==> config.mk <==
export PLATFORM = sky130hd
export DESIGN_NAME = core2axi4l_mo
export DESIGN_NICKNAME = d
export VERILOG_FILES = /design/src/rtl/core2axi4l_pkg.sv /design/src/rtl/core2axi4l_order_fifo.sv /design/src/rtl/core2axi4l_mo.sv
export SDC_FILE = /design/constraint.sdc
export NUM_CORES = 1
export LEC_CHECK = 0
export ABC_AREA = 1
export CAP_MARGIN = 20
export CORE_MARGIN = 2
export CORE_UTILIZATION = 30
export DETAILED_ROUTE_END_ITERATION = 7
export PLACE_DENSITY_LB_ADDON = 0.3
export SYNTH_ARGS = -nofsm -noshare
export SYNTH_HDL_FRONTEND = slang
export SYNTH_HIERARCHICAL = 1
export SYNTH_SLANG_ARGS = --single-unit
==> constraint.sdc <==
create_clock -name clk -period 7.3 [get_ports clk]
set_input_delay 1.095 -clock clk [delete_from_list [all_inputs] [get_ports clk]]
set_output_delay 1.095 -clock clk [all_outputs]
set_load 0.005 [all_outputs]
==> src/rtl/core2axi4l_pkg.sv <==
// -----------------------------------------------------------------------------
// core2axi4l_pkg
// Shared types for the multi-outstanding core-to-AXI4-Lite bridge.
//   resp_t        : AXI4-Lite response encoding
//   txn_t         : per-transaction record kept in the order FIFO
//   PROT_DEFAULT  : default value driven on awprot/arprot
//   resp_is_err() : true for SLVERR/DECERR responses
// -----------------------------------------------------------------------------
package core2axi4l_pkg;

    typedef enum logic [1:0] {
        RESP_OKAY   = 2'b00,
        RESP_EXOKAY = 2'b01,
        RESP_SLVERR = 2'b10,
        RESP_DECERR = 2'b11
    } resp_t;

    // Only the direction is needed to steer bready/rready for the head entry.
    typedef struct packed {
        logic we;
    } txn_t;

    localparam logic [2:0] PROT_DEFAULT = 3'b000;

    function automatic logic resp_is_err(input resp_t resp);
        return (resp == RESP_SLVERR) || (resp == RESP_DECERR);
    endfunction

endpackage

==> src/rtl/core2axi4l_order_fifo.sv <==
// -----------------------------------------------------------------------------
// core2axi4l_order_fifo
// Small synchronous FIFO remembering the issue order of accepted transactions.
//   clk, rst : clock, asynchronous active-high reset
//   push/din : write an entry (ignored when full unless a pop happens too)
//   pop/dout : drop the head entry; dout is the current head (combinational)
//   full, empty, count : occupancy status
// DEPTH must be a power of two. Pointers carry one extra bit so that
// wr_ptr - rd_ptr gives the occupancy directly and full/empty are distinct.
// -----------------------------------------------------------------------------
module core2axi4l_order_fifo #(
    parameter int unsigned WIDTH = 1,
    parameter int unsigned DEPTH = 4
) (
    input  logic                     clk,
    input  logic                     rst,
    input  logic                     push,
    input  logic [WIDTH-1:0]         din,
    input  logic                     pop,
    output logic [WIDTH-1:0]         dout,
    output logic                     full,
    output logic                     empty,
    output logic [$clog2(DEPTH):0]   count
);

    localparam int unsigned IDX_WIDTH = (DEPTH > 1) ? $clog2(DEPTH) : 1;
    localparam int unsigned PTR_WIDTH = $clog2(DEPTH) + 1;

    logic [PTR_WIDTH-1:0]          wr_ptr_reg;
    logic [PTR_WIDTH-1:0]          rd_ptr_reg;
    logic [IDX_WIDTH-1:0]          wr_idx;
    logic [IDX_WIDTH-1:0]          rd_idx;
    logic [DEPTH-1:0][WIDTH-1:0]   mem_q;
    logic                          push_ok;
    logic                          pop_ok;

    assign count   = wr_ptr_reg - rd_ptr_reg;
    assign full    = (count == PTR_WIDTH'(DEPTH));
    assign empty   = (count == '0);

    // A push while full is legal only when the head leaves in the same cycle.
    assign pop_ok  = pop && !empty;
    assign push_ok = push && (!full || pop_ok);

    generate
        if (DEPTH > 1) begin : g_idx
            assign wr_idx = wr_ptr_reg[IDX_WIDTH-1:0];
            assign rd_idx = rd_ptr_reg[IDX_WIDTH-1:0];
        end else begin : g_idx_single
            assign wr_idx = '0;
            assign rd_idx = '0;
        end
    endgenerate

    always_ff @(posedge clk or posedge rst) begin
        if (rst) begin
            wr_ptr_reg <= '0;
            rd_ptr_reg <= '0;
        end else begin
            if (push_ok) begin
                wr_ptr_reg <= wr_ptr_reg + 1'b1;
            end
            if (pop_ok) begin
                rd_ptr_reg <= rd_ptr_reg + 1'b1;
            end
        end
    end

    genvar gi;
    generate
        for (gi = 0; gi < DEPTH; gi++) begin : g_entry
            logic [WIDTH-1:0] entry_reg;

            always_ff @(posedge clk or posedge rst) begin
                if (rst) begin
                    entry_reg <= '0;
                end else if (push_ok && (wr_idx == IDX_WIDTH'(gi))) begin
                    entry_reg <= din;
                end
            end

            assign mem_q[gi] = entry_reg;
        end
    endgenerate

    assign dout = mem_q[rd_idx];

endmodule

==> src/rtl/core2axi4l_mo.sv <==
// -----------------------------------------------------------------------------
// core2axi4l_mo
// Core (req/gnt/rvalid) to AXI4-Lite master bridge with up to MAX_OUTSTANDING
// transactions in flight; responses go back to the core in issue order.
// Ports:
//   clk, rst                 : clock, asynchronous active-high reset
//   core_req/gnt/we/be/addr/wdata : core request side (gnt is combinational)
//   core_rvalid/rdata/err    : registered one-cycle response to the core
//   axi_aw*, axi_w*, axi_b*  : AXI4-Lite write address, write data, write response
//   axi_ar*, axi_r*          : AXI4-Lite read address, read data
//   outstanding              : accepted-but-unanswered transaction count
// -----------------------------------------------------------------------------
module core2axi4l_mo
    import core2axi4l_pkg::*;
#(
    parameter int unsigned ADDR_WIDTH      = 32,
    parameter int unsigned DATA_WIDTH      = 32,
    parameter int unsigned MAX_OUTSTANDING = 4,
    parameter logic [2:0]  PROT            = PROT_DEFAULT
) (
    input  logic                            clk,
    input  logic                            rst,
    // core side
    input  logic                            core_req,
    output logic                            core_gnt,
    input  logic                            core_we,
    input  logic [DATA_WIDTH/8-1:0]         core_be,
    input  logic [ADDR_WIDTH-1:0]           core_addr,
    input  logic [DATA_WIDTH-1:0]           core_wdata,
    output logic                            core_rvalid,
    output logic [DATA_WIDTH-1:0]           core_rdata,
    output logic                            core_err,
    // AXI4-Lite write address
    output logic                            axi_awvalid,
    input  logic                            axi_awready,
    output logic [ADDR_WIDTH-1:0]           axi_awaddr,
    output logic [2:0]                      axi_awprot,
    // AXI4-Lite write data
    output logic                            axi_wvalid,
    input  logic                            axi_wready,
    output logic [DATA_WIDTH-1:0]           axi_wdata,
    output logic [DATA_WIDTH/8-1:0]         axi_wstrb,
    // AXI4-Lite write response
    input  logic                            axi_bvalid,
    output logic                            axi_bready,
    input  logic [1:0]                      axi_bresp,
    // AXI4-Lite read address
    output logic                            axi_arvalid,
    input  logic                            axi_arready,
    output logic [ADDR_WIDTH-1:0]           axi_araddr,
    output logic [2:0]                      axi_arprot,
    // AXI4-Lite read data
    input  logic                            axi_rvalid,
    output logic                            axi_rready,
    input  logic [DATA_WIDTH-1:0]           axi_rdata,
    input  logic [1:0]                      axi_rresp,
    // status
    output logic [$clog2(MAX_OUTSTANDING):0] outstanding
);

    localparam int unsigned STRB_WIDTH = DATA_WIDTH / 8;

    // holding registers
    logic                   awvalid_reg;
    logic [ADDR_WIDTH-1:0]  awaddr_reg;
    logic                   wvalid_reg;
    logic [DATA_WIDTH-1:0]  wdata_reg;
    logic [STRB_WIDTH-1:0]  wstrb_reg;
    logic                   arvalid_reg;
    logic [ADDR_WIDTH-1:0]  araddr_reg;

    // response register
    logic                   rvalid_reg;
    logic                   rvalid_next;
    logic                   err_reg;
    logic                   err_next;
    logic [DATA_WIDTH-1:0]  rdata_reg;
    logic [DATA_WIDTH-1:0]  rdata_next;

    // order FIFO
    txn_t                   push_txn;
    txn_t                   head_txn;
    logic [$bits(txn_t)-1:0] head_bits;
    logic                   fifo_full;
    logic                   fifo_empty;

    logic                   aw_free;
    logic                   w_free;
    logic                   ar_free;
    logic                   slot_free;
    logic                   room;
    logic                   push;
    logic                   pop;
    logic                   b_hs;
    logic                   r_hs;

    // A holding slot counts as free in the cycle its handshake completes, so
    // a new request can be loaded behind it and reads stream at one per cycle.
    assign aw_free   = !awvalid_reg || axi_awready;
    assign w_free    = !wvalid_reg  || axi_wready;
    assign ar_free   = !arvalid_reg || axi_arready;
    assign slot_free = core_we ? (aw_free && w_free) : ar_free;

    // Full FIFO still has room if its head is answered this cycle.
    assign room      = !fifo_full || pop;
    assign core_gnt  = core_req && room && slot_free;
    assign push      = core_req && core_gnt;

    // Only the response type matching the oldest transaction is accepted.
    assign axi_bready = !fifo_empty &&  head_txn.we;
    assign axi_rready = !fifo_empty && !head_txn.we;
    assign b_hs       = axi_bvalid && axi_bready;
    assign r_hs       = axi_rvalid && axi_rready;
    assign pop        = b_hs || r_hs;

    assign push_txn   = '{we: core_we};
    assign head_txn   = txn_t'(head_bits);

    core2axi4l_order_fifo #(
        .WIDTH ($bits(txn_t)),
        .DEPTH (MAX_OUTSTANDING)
    ) u_order_fifo (
        .clk   (clk),
        .rst   (rst),
        .push  (push),
        .din   (push_txn),
        .pop   (pop),
        .dout  (head_bits),
        .full  (fifo_full),
        .empty (fifo_empty),
        .count (outstanding)
    );

    // Write address channel: a new load takes priority over clearing, which
    // only happens when the slot was freed by a handshake this cycle.
    always_ff @(posedge clk or posedge rst) begin
        if (rst) begin
            awvalid_reg <= 1'b0;
            awaddr_reg  <= '0;
        end else if (push && core_we) begin
            awvalid_reg <= 1'b1;
            awaddr_reg  <= core_addr;
        end else if (axi_awready) begin
            awvalid_reg <= 1'b0;
        end
    end

    // Write data channel, independent of the address channel.
    always_ff @(posedge clk or posedge rst) begin
        if (rst) begin
            wvalid_reg <= 1'b0;
            wdata_reg  <= '0;
            wstrb_reg  <= '0;
        end else if (push && core_we) begin
            wvalid_reg <= 1'b1;
            wdata_reg  <= core_wdata;
            wstrb_reg  <= core_be;
        end else if (axi_wready) begin
            wvalid_reg <= 1'b0;
        end
    end

    // Read address channel.
    always_ff @(posedge clk or posedge rst) begin
        if (rst) begin
            arvalid_reg <= 1'b0;
            araddr_reg  <= '0;
        end else if (push && !core_we) begin
            arvalid_reg <= 1'b1;
            araddr_reg  <= core_addr;
        end else if (axi_arready) begin
            arvalid_reg <= 1'b0;
        end
    end

    // bready and rready are never high together, so at most one of b_hs and
    // r_hs fires. Data/err hold their last value between pulses.
    always_comb begin
        rvalid_next = b_hs || r_hs;
        err_next    = err_reg;
        rdata_next  = rdata_reg;
        if (b_hs) begin
            err_next   = resp_is_err(resp_t'(axi_bresp));
            rdata_next = '0;
        end else if (r_hs) begin
            err_next   = resp_is_err(resp_t'(axi_rresp));
            rdata_next = axi_rdata;
        end
    end

    always_ff @(posedge clk or posedge rst) begin
        if (rst) begin
            rvalid_reg <= 1'b0;
            err_reg    <= 1'b0;
            rdata_reg  <= '0;
        end else begin
            rvalid_reg <= rvalid_next;
            err_reg    <= err_next;
            rdata_reg  <= rdata_next;
        end
    end

    assign axi_awvalid = awvalid_reg;
    assign axi_awaddr  = awaddr_reg;
    assign axi_awprot  = PROT;
    assign axi_wvalid  = wvalid_reg;
    assign axi_wdata   = wdata_reg;
    assign axi_wstrb   = wstrb_reg;
    assign axi_arvalid = arvalid_reg;
    assign axi_araddr  = araddr_reg;
    assign axi_arprot  = PROT;

    assign core_rvalid = rvalid_reg;
    assign core_rdata  = rdata_reg;
    assign core_err    = err_reg;

endmodule

==> summary.txt <==
Outcome
  • Status: complete, no violations

Run
  • Max cap viols: 0

Critical path
  • Family with the most delay on the worst path: buffers and inverters
  • CP startpoint kind: register
  • Cell Chain, Critical Path: inv_1 -> ha_1 -> fa_1 -> nand2_1 -> inv_1 -> nand2_2 -> inv_1 -> nor2_1 -> nand2_1 -> buf_4 -> nand3_4 -> and3_1 -> clkdlybuf4s50_1
  • Reg2reg start: u_order_fifo/wr_ptr_reg[0]
  • Worst path slowest cell: fa_1
  • Slowest stage delay, CP: 520 ps
  • Worst R2R Setup Slack: 3500 ps
  • Worst Path Arrival: 3470 ps
  • Critical path peak fanout: 36
  • Kind of critical path: reg2out
  • Reg2reg end: axi_awaddr[30]
  • R2R cell count: 15
  • Crit path top cell by count: inv_1
  • WP buf/inv: 5
  • CP Capture Type: primary output
  • CP required: 6200 ps

Floorplanning
  • Initial Util: 30.3%
  • Die Wd: 149 um
  • Core Box Area: approximately 0.021 mm^2
  • Chip height: between 100 and 150 um
  • Std-Cell Rows: 53
  • IO Count: between 200 and 300
  • Die ar.: between 0.02 and 0.025 mm^2

Clocking
  • Setup bufs post-CTS: 0
  • Post-CTS Hold Fix Bufs: 0
  • Max H-tree Level: 4
  • Cts repair resizes: 0
  • CTS tree: built
  • Clk_lat worst skew: 430 ps
  • Clock slew at reported path FFs: 60 ps
  • Clock sink total: between 100 and 150
  • CTS Buffer Depth: 2
  • TritonCTS Buffers: 17
  • Clk root buf: clkbuf_16

Synthesis
  • Area leader, netlist: dfrtp_1
  • Synth Area in Adders: 1.50%
  • Mapped Cells: 707
  • Synth top area cells: dfrtp_1 58%, nand2_1 18%, nand4_1 11%, nand3_1 3.1%, buf_2 2.5%
  • Ys Warns: 6
  • XOR/XNOR Fraction of Synth Area: 0.138%
  • Post-Syn Area: 0.00632 mm^2
  • Synthesized area per cell: 8.95 um^2
  • Unique masters post-synth: 26
  • Yosys reg bits: 147
  • Seq/Total Area, Yosys: 58.2%
  • Top-area cell type share of the netlist area: 58.2%
  • Synth Area in Compound Gates: 0.613%
  • Synth Area in Simple Gates: 33.5%
  • Main combinational cell family by area after synthesis: simple AND/OR/NAND/NOR gates
  • Mux cell area share after synthesis: 0%

Hold path
  • Min-delay src: axi_araddr[0]
  • HP Class: reg2reg
  • Hold path cells: 2
  • Hold Path End: axi_araddr[0]

Finish
  • Most frequent cells in the layout: 300 x nand2_1, 252 x clkdlybuf4s50_1, 147 x dfrtp_1
  • Register area: 0.00368 mm^2
  • Synth-to-Final Area Change: 52.8%
  • Final nets: approximately 1.1k
  • Number of diodes: 0
  • Share of cells above drive strength 1: 6.01%
  • Layout fillers: just over 2k
  • Multi-input logic area: about 0.0023 mm^2
  • Most common cell after layout, fill and taps aside: nand2_1

Place
  • Routability congestion estimate: 0.773
  • I/O Buffers: ~250
  • Final HPWL DP: 13000 um

Global route
  • Total GRT Usage: 17.9%
  • Overflow after GRT: 0
  • M2 GR Usage: 28.2%
  • Antenna violations before repair: 0
  • Vias in the first global route: 5593
  • Met1 GRT Util: about a quarter
  • First-pass GRT wire length: 31100 um
  • Largest net degree at the start of global routing: 97
  • Top Usage Layer GRT: met2
  • Met3 usage: around 5.3%

Route
  • Drt drc: 0
  • Iteration-0 DRC Markers: 269
  • Pre-antenna DRT Iters: 4
  • Via total after detailed routing: 5788
  • Final WL: 19700 um
  • Routed length per instance: 16.1 um
  • Vias per Instance: 4.73
  • Final antenna-violating net count: 0

Timing
  • Max-Slew Margin vs Limit: 32.6%
  • Post-route minimum period: between 4000 and 5000 ps
  • Final Hold Fails: 0
  • Final period util: 62.5%
  • Clock Skew: approximately 16 ps
  • Slew Viols, Final: 0
  • RSZ-0062 raised after global routing: false
  • Setup TNS: 0 ps
  • Slew @ Worst Pin: around 1000 ps
  • F_max: 219 MHz
  • Setup-failing EPs final: 0

Power and ir drop
  • Worst VDD drop: 0.000194 V
  • Pwr Density: 452 mW/mm^2
  • Power Total: 4.36 mW
  • Leakage Power: 4.64 nW
==> worst max-delay path by stage <==
stage / from / endpoint / slack (ps) / depth (start not counted)
final: u_order_fifo/wr_ptr_reg[0] / core_gnt / 2730 / 13
after global placement: u_order_fifo/wr_ptr_reg[0] / axi_wstrb[0] / 3090 / 17
after detailed placement: u_order_fifo/wr_ptr_reg[0] / core_gnt / 3190 / 13
after CTS: u_order_fifo/wr_ptr_reg[0] / core_gnt / 2700 / 13
after global routing: u_order_fifo/wr_ptr_reg[0] / core_gnt / 2450 / 13
after floorplan: rst / axi_araddr[0] / 2540 / 1
==> tightest hold or removal path, delay by kind of cell (launching register included) <==
| family | cells | cell delay, ps |
|---|---|---|
| DFF | 1 | 340 |
| and+or+nand+nor | 2 | 100 |
==> per-stage QoR <==
stage	area (um^2)	worst slack [ps]	hold WS, ps	utilization, %	instances
final	9660	2730	468	46.3	1223
after global routing	9660	2450	486	46.3	1223
after CTS	9660	2700	473	46.3	1223
after detailed placement	9040	3190	457	43.3	1191
after global placement	9000	3090	453	43.1	1189
after floorplan	6340	2540	441	-	712
==> metal layers <==
layer	up-vias	share of wire, %
met2	174	48
met3	26	6.1
met5	-	0
met4	0	2.0
met1	2787	44
li1	2801	-
==> cells in the mapped netlist (all sizes together) <==
cell type  instances
nand3             45
dfrtp            147
nor2               5
clkbuf            21
buf               38
o22ai              1
inv               23
fa                 1
o21ai              2
ha                 6
a32oi              1
a21oi              2
nand2            304
xnor2              1
and3               2
nand4            107
conb               1
==> report_power, final <==
group / internal, mW / switching [mW]
Clock: 0.548 / 0.379
Sequential: 1.21 / 0.224
Combinational: 1.03 / 0.971
Total: 2.79 / 1.57
==> cells by family (layout without fill, tap and decap cells) <==
group,count (synthesis),in the layout
compound gates,6,6
xor+xnor,1,1
fa+ha+maj,7,7
buf+inv,82,318
flops,147,147
other cells,1,6
simple gates,463,463
==> area by class of cell <==
class / instances / share of cell area, %
Sequential cell: 147 / 38.1
Timing Repair Buffer: 263 / 27.2
Multi-Input combinational cell: 483 / 23.8
Clock buffer: 17 / 4.40
Tap cell: 275 / 3.56
Clock inverter: 15 / 2.05
Inverter: 23 / 0.945
Note: power is estimated with default switching activity, not from simulation.
